## src/rtl/logic_seq_if.sv

```systemverilog
// Request/response bundle for the chunked bitwise logic engine.
// The master drives the request and out_ready. The slave returns the result and status.
interface logic_seq_if #(parameter int WIDTH = 8);
  logic             in_valid;
  logic             in_ready;
  logic [2:0]       op;
  logic [WIDTH-1:0] a;
  logic [WIDTH-1:0] b;
  logic             out_valid;
  logic             out_ready;
  logic [WIDTH-1:0] y;
  logic             zero;
  logic             busy;

  modport master (output in_valid, op, a, b, out_ready,
                  input  in_ready, out_valid, y, zero, busy);
  modport slave  (input  in_valid, op, a, b, out_ready,
                  output in_ready, out_valid, y, zero, busy);
endinterface

```

## src/rtl/logic_seq_unit.sv

```systemverilog
// Multi-cycle bitwise logic engine: it captures one op, writes CHUNK result bits per BUSY
// cycle, and then holds the registered result until the consumer takes it.
module logic_seq_unit #(
  parameter int WIDTH = 8,
  parameter int CHUNK = 2
) (
  input  logic         clk,
  input  logic         rst_n,
  logic_seq_if.slave   bus
);
  localparam int N    = WIDTH / CHUNK;
  localparam int IDXW = (N > 1) ? $clog2(N) : 1;

  if (CHUNK < 1 || CHUNK > WIDTH || (WIDTH % CHUNK) != 0) begin : g_bad_param
    $fatal(1, "logic_seq_unit: CHUNK must divide WIDTH and lie in 1..WIDTH");
  end

  typedef enum logic [1:0] {IDLE, BUSY, DONE} state_e;

  state_e           state_q, state_d;
  logic [2:0]       op_q, op_d;
  logic [WIDTH-1:0] a_q, a_d, b_q, b_d, y_q, y_d, res;
  logic             zero_q, zero_d;
  logic [IDXW-1:0]  idx_q, idx_d;

  function automatic logic [WIDTH-1:0] eval_op(input logic [2:0] o,
                                               input logic [WIDTH-1:0] x,
                                               input logic [WIDTH-1:0] z);
    case (o)
      3'b000:  return x & z;
      3'b001:  return x | z;
      3'b010:  return ~x;
      3'b011:  return x ^ z;
      3'b100:  return ~(x & z);
      3'b101:  return ~(x | z);
      3'b110:  return ~(x ^ z);
      default: return x;
    endcase
  endfunction

  // Only captured operands feed the datapath, so input changes after the accept have no effect.
  assign res = eval_op(op_q, a_q, b_q);

  always_comb begin
    state_d = state_q;
    op_d    = op_q;
    a_d     = a_q;
    b_d     = b_q;
    y_d     = y_q;
    zero_d  = zero_q;
    idx_d   = idx_q;
    case (state_q)
      IDLE: if (bus.in_valid) begin
        op_d    = bus.op;
        a_d     = bus.a;
        b_d     = bus.b;
        y_d     = '0;
        idx_d   = '0;
        state_d = BUSY;
      end
      BUSY: begin
        y_d[int'(idx_q)*CHUNK +: CHUNK] = res[int'(idx_q)*CHUNK +: CHUNK];
        idx_d = idx_q + IDXW'(1);
        if (idx_q == IDXW'(N-1)) begin
          // y_d already holds the last chunk at this point, so the flag covers the whole result.
          zero_d  = (y_d == '0);
          idx_d   = '0;
          state_d = DONE;
        end
      end
      DONE: if (bus.out_ready) state_d = IDLE;
      default: state_d = IDLE;
    endcase
  end

  always_ff @(posedge clk or negedge rst_n) begin
    if (!rst_n) begin
      state_q <= IDLE;
      op_q    <= '0;
      a_q     <= '0;
      b_q     <= '0;
      y_q     <= '0;
      zero_q  <= 1'b0;
      idx_q   <= '0;
    end else begin
      state_q <= state_d;
      op_q    <= op_d;
      a_q     <= a_d;
      b_q     <= b_d;
      y_q     <= y_d;
      zero_q  <= zero_d;
      idx_q   <= idx_d;
    end
  end

  assign bus.in_ready  = (state_q == IDLE);
  assign bus.out_valid = (state_q == DONE);
  assign bus.busy      = (state_q != IDLE);
  assign bus.y         = y_q;
  assign bus.zero      = zero_q;
endmodule

```

## src/flat_wrapper.sv

```systemverilog
// flat-port wrapper written by rule: the top's interface ports become plain ports
module logic_seq_unit_flat 
#(
  parameter int WIDTH = 8,
  parameter int CHUNK = 2
)
  (clk, rst_n, bus_in_valid, bus_op, bus_a, bus_b, bus_out_ready, bus_in_ready, bus_out_valid, bus_y, bus_zero, bus_busy);
  logic_seq_if #(.WIDTH(WIDTH)) bus_i ();
  input  logic clk;
  input  logic rst_n;
  input wire logic [$bits(bus_i.in_valid)-1:0] bus_in_valid;
  input wire logic [$bits(bus_i.op)-1:0] bus_op;
  input wire logic [$bits(bus_i.a)-1:0] bus_a;
  input wire logic [$bits(bus_i.b)-1:0] bus_b;
  input wire logic [$bits(bus_i.out_ready)-1:0] bus_out_ready;
  output wire logic [$bits(bus_i.in_ready)-1:0] bus_in_ready;
  output wire logic [$bits(bus_i.out_valid)-1:0] bus_out_valid;
  output wire logic [$bits(bus_i.y)-1:0] bus_y;
  output wire logic [$bits(bus_i.zero)-1:0] bus_zero;
  output wire logic [$bits(bus_i.busy)-1:0] bus_busy;
  assign bus_i.in_valid = bus_in_valid;
  assign bus_i.op = bus_op;
  assign bus_i.a = bus_a;
  assign bus_i.b = bus_b;
  assign bus_i.out_ready = bus_out_ready;
  assign bus_in_ready = bus_i.in_ready;
  assign bus_out_valid = bus_i.out_valid;
  assign bus_y = bus_i.y;
  assign bus_zero = bus_i.zero;
  assign bus_busy = bus_i.busy;
  logic_seq_unit #(.WIDTH(WIDTH), .CHUNK(CHUNK)) u_core (.clk(clk), .rst_n(rst_n), .bus(bus_i));
endmodule
```

## config.mk

```make
export PLATFORM = sky130hd
export DESIGN_NAME = logic_seq_unit_flat
export DESIGN_NICKNAME = d
export VERILOG_FILES = /design/src/rtl/logic_seq_if.sv /design/src/rtl/logic_seq_unit.sv /design/src/flat_wrapper.sv
export SDC_FILE = /design/constraint.sdc
export NUM_CORES = 1
export LEC_CHECK = 0
export CORE_UTILIZATION = 45
export DETAILED_ROUTE_END_ITERATION = 8
export PLACE_DENSITY = 0.79
export SYNTH_ARGS = -nofsm -noshare
export SYNTH_HDL_FRONTEND = slang
export SYNTH_SLANG_ARGS = --single-unit
```

## constraint.sdc

```tcl
create_clock -name clk -period 2.39 [get_ports clk]
set_clock_uncertainty 0.05 [all_clocks]
set_input_delay 0.717 -clock clk [delete_from_list [all_inputs] [get_ports clk]]
set_output_delay 0.717 -clock clk [all_outputs]
set_load 0.05 [all_outputs]
```

# Word-level counts from Yosys, hierarchy flattened

Index checks and enable logic that the tools add are counted.

Register bits: 32
Input port bits: 23
Output and inout bits: 12
Word-level logic and storage cells: 51

$add $sub $neg: 2
Equality and inequality tests: 12
Shift-type cells: 3
Multiplexer cells: 11
Bitwise gates (word level): 7
Reduce and logical (&&, ||, !) cells: 9

Operator list:

| operator                                             | number |
|---|---|
| one-hot mux 8 bit (7 select lines)                   | 1 |
| negator 3 -> 33 bit                                  | 1 |
| variable shift 2 x 33 -> 8 bit, first input constant | 1 |
| indexed part select 2 x 33 -> 8 bit                  | 1 |
| inverter 8 bit                                       | 4 |
| one-hot mux 8 bit (2 select lines)                   | 1 |
| two-way mux 2 bit                                    | 5 |
| == test 3 bit, second input constant                 | 3 |
| bitwise AND 8 bit                                    | 1 |
| bitwise mux 8 bit                                    | 1 |
| logical NOT 8 bit                                    | 1 |
| two-way mux 8 bit                                    | 1 |
| OR 8 bit                                             | 1 |
| indexed part select 8 x 4 -> 2 bit                   | 1 |
| bitwise XOR 8 bit                                    | 1 |
| == test 3 x 2 -> 1 bit, second input constant        | 2 |
| one-hot mux 2 bit (3 select lines)                   | 1 |
| AND reduction 2 bit                                  | 3 |
| == test 2 bit, second input constant                 | 2 |
| != test 2 bit, second input constant                 | 2 |
| one-hot mux 2 bit (2 select lines)                   | 1 |
| nonzero test 2 bit                                   | 2 |
| == test 3 x 1 -> 1 bit, second input constant        | 1 |
| logical NOT 3 bit                                    | 1 |
| other kinds (5)                                      | 5 |

# Depth between registers and ports, before layout

Depth in word-level cells: 7
Mapped depth: 9
Depth with buffers taken out: 9

# Worst setup path before layout

OpenSTA, ideal clock, no wires.

Path kind: register to output
From: reg u_core.state_q[0]
To: out bus_busy
Data arrival time: 1.592 ns
Data required time: 1.623 ns
Path slack: 0.031 ns
Cell stages (with the launch flop): 3
Buffers on the path: 0
Cell sequence: dfrtp_1 > nor2_1 > inv_1

Word-level cells in the longest chain between the ends: 1

Ends and longest elaborated chain:

| item                   | RTL line             | text |
|---|---|---|
| start, declared        | logic_seq_unit.sv:20 | `state_e state_q, state_d;` |
| start signal, assigned | logic_seq_unit.sv:86 | `state_q <= state_d;` |
| nonzero test 2 bit     | logic_seq_unit.sv:98 | `assign bus.busy = (state_q != IDLE);` |
| end, declared          | flat_wrapper.sv:20   | `output wire logic [$bits(bus_i.busy)-1:0] bus_busy;` |

Every way passes these cells.

# Worst setup path in the final report

From: reg u_core.zero_q, in the netlist u_core.bus.zero
To: out bus_zero

RTL lines:

| item                   | RTL line             | text |
|---|---|---|
| start, declared        | logic_seq_unit.sv:23 | `logic zero_q, zero_d;` |
| start signal, assigned | logic_seq_unit.sv:91 | `zero_q <= zero_d;` |
| end, declared          | flat_wrapper.sv:19   | `output wire logic [$bits(bus_i.zero)-1:0] bus_zero;` |

No word-level cell between the ends.

==> flow_metrics.py <==
metrics = {
    "run_status": {
        "result_of_the_run": "completed",
    },
    "critical_path": {
        "cp.required_ns": 1.62,
        "worst_path_dominant_cell_family": "buffers and inverters",
        "startpoint_type": "flop",
        "max_stage_delay_ns": 0.81,
        "worst-setup-path-type": "flop to primary output",
        "critical_path_buf_inv_count": 1,
        "timing.critical_path.fanout_max": 2,
        "critPathCaptureType": "primary output",
        "cp_data_arrival_time_ns": 1.49,
        "critPathSlowestCell": "clkdlybuf4s50_1",
        "path_cells": "clkdlybuf4s50_1",
    },
    "clocking": {
        "number_of_buffers_created_by_cts": 5,
        "insertion_delay_to_the_later_sink_of_the_worst_skew_pair_ns": 0.30,
        "clock_sink_count": 32,
        "cts.hold.buffers_added": 0,
        "htreeDepth": 2,
        "cts_tree": "done",
        "cts_setup_buffers": 0,
        "clk_transition_reported_paths_ns": 0.07,
        "cts-root-to-sink-buffers": 2,
        "clockRootBuffer": "clkbuf_8",
    },
    "routing": {
        "ant_nets": 0,
        "num_vias": 2042,
        "wl_per_cell_microns": 14.4,
        "drt_iter0_markers": 134,
        "detailedRoute.firstPassIterationCount": 4,
        "drc_violations_left": 0,
        "vias_per_cell": 5.53,
        "wirelength_mm": 5.31,
    },
    "timing": {
        "tns_ns": 0,
        "fmax_ghz": 0.442,
        "worst-slew-pin-transition_ns": 0.498,
        "timing.final.hold_violations": 0,
        "relSlewSlack": 0.667,
        "rsz_0062_raised_after_global_routing": "no",
        "setup_viol": 0,
        "timing.final.max_slew_violations": 0,
        "fin_crit_sh": 0.946,
        "fin_crit_ns": 2.26,
    },
    "yosys": {
        "proportion_of_register_bits_with_asynchronous_set_or_reset_after_synthesis": 1.00,
        "yosys.area.top_type_share": 0.359,
        "synth_edf_count": 0,
        "yosys_warn_count": 0,
        "synth_top_family_by_area": "compound AO/OA/AOI/OAI gates",
        "synth_seq_cells": 32,
        "synth-seq-area-share": 0.359,
        "synth-xor-area-share": 0.00392,
        "synth_top_cell_by_area": "dfrtp_1",
        "synth-compound-area-share": 0.268,
        "ys_types": 51,
        "syn-num-nets": 303,
        "netlist_area_sq_um": 2230,
        "synth-adder-area-share": 0.118,
        "synth_simple_gate_area_share": 0.166,
        "syn_inst": 259,
        "synthFlopType": "dfrtp_1",
        "synth.top_cells.by_area": "dfrtp_1 36%, ha_1 12%, o21ai_0 5.4%",
        "mux_share_of_post_synthesis_cell_area": 0.00896,
        "postSynthAreaPerCell_sq_um": 8.62,
    },
    "global_routing": {
        "grt_antenna_before_repair": 0,
        "grt.overflow.total": 0,
        "maximum_number_of_pins_on_one_net_before_global_route_repair": 33,
        "first_global_vias": 2027,
        "first_pass_grt_wire_length_mm": 9.05,
        "grtUsageTotal": 0.221,
    },
    "finish": {
        "area_growth_pct": 25.9,
        "post_route_cells_drive_above_1_share": 0.123,
        "finish.net_count": 345,
        "antenna-diode-count": 0,
        "final_cell_mix": "31 x nand2_1, 31 x clkdlybuf4s50_1, 31 x dfrtp_1",
        "layoutNonFillerInstCount": 369,
    },
    "placement": {
        "place_congestion": 0.847,
        "dp.cells": 361,
        "port_buffers": 34,
        "hpwlAfterDp_mm": 3.79,
    },
    "pwr": {
        "power.density_cell_area_nw_per_um2": 1490,
        "power.static_leakage_nw": 1.24,
        "power.ir.vdd_worst_mv": 1.03,
    },
    "die": {
        "starting_density_of_the_core": 0.470,
        "coreArea_sq_um": 4750,
        "die_wd_microns": 72.5,
        "die-height_microns": 72.5,
        "overall_die_area_sq_um": 5250,
        "standard_cell_row_count": 25,
        "pin_count": 35,
    },
    "hold_path": {
        "hold_class": "flop to flop",
    },
    "run": {
        "timing.max_cap.violations": 0,
    },
}
## final timing paths
check | startpoint | endpoint | slack (ns) | depth (start not counted)
worst max-delay path | u_core.bus.zero | bus_zero | 0.13 | 1
worst min-delay path | u_core.bus.y[2] | u_core.bus.y[2] | 0.48 | 1
worst max register to register | u_core.op_q[1] | u_core.bus.zero | 0.13 | 8
worst min register to register | u_core.bus.y[2] | u_core.bus.y[2] | 0.48 | 1
max in group asynchronous | rst_n | u_core.op_q[1] | 1.21 | 2
min in group asynchronous | rst_n | u_core.bus.y[7] | 0.77 | 2
## per-layer routing
metal  GRT usage  share of wire
met5           0              0
met4      0.0763          0.012
met3      0.0389          0.053
met2       0.377           0.47
met1       0.282           0.46
## area by class of cell
cell class	instances	area, sq um
timing repair buffer	51	462
clock inverter	3	42.5
sequential	32	802
fill	453	1940
tap	67	83.8
clock buffer	5	68.8
inverter	24	90.1
multi-input combinational	187	1260
## state kept, by name (all words and copies together) (netlist names)
register and flops:
u_core.a_q 8, u_core.bus.y 8, u_core.op_q 3, u_core.b_q 8
u_core.bus.zero 1, u_core.idx_q 2, u_core.state_q 2
## worst register-to-register path, stage by stage, from the launching register on
cell	delay (ns)
dfrtp_2	0.49
buf_4	0.20
and2_1	0.16
o32a_1	0.28
o221ai_1	0.25
a221oi_2	0.13
o32ai_2	0.30
a21oi_1	0.07
a32o_1	0.25
## cells in the mapped netlist (all sizes together), types with 4 or more instances
| library cell | n |
|---|---|
| a21oi | 11 |
| a32o | 4 |
| buf | 10 |
| clkbuf | 6 |
| dfrtp | 32 |
| ha | 21 |
| inv | 24 |
| nand2 | 31 |
| nor2 | 24 |
| nor2b | 6 |
| nor3 | 4 |
| o211ai | 4 |
| o21ai | 28 |
| o221ai | 4 |
| o31ai | 4 |
## stage by stage
step                      power [W]  area, sq um  utilization  hold slack, ns  setup slack (ns)
after global placement      0.00355         2700        0.568           0.460             0.194
after global routing        0.00455         2810        0.592           0.507          0.000358
final                       0.00419         2810        0.592           0.481             0.129
after detailed placement    0.00363         2700        0.568           0.463             0.111
after CTS                   0.00418         2810        0.591           0.485             0.106
after floorplan             0.00289         2230            -           0.371            0.0315
## timing repair
action	4_1_cts	5_1_grt
resized for setup	1	2
pin swaps	0	0
endpoints found under the setup margin	1	2
## logic make-up after synthesis
| kind of cell | Yosys count |
|---|---|
| mux | 2 |
| compound gates | 82 |
| buf+inv | 40 |
| fa+ha+maj | 21 |
| xor+xnor | 1 |
| flops | 32 |
| simple gates | 81 |
## where the power goes
group,switching [W],internal (W),leakage (nW),total (W)
registers,0.000245,0.000779,0.405,0.00102
clock network,0.000223,0.000308,0.0541,0.000532
logic,0.00155,0.00108,0.782,0.00264
Power figures use the tool's default switching activity.
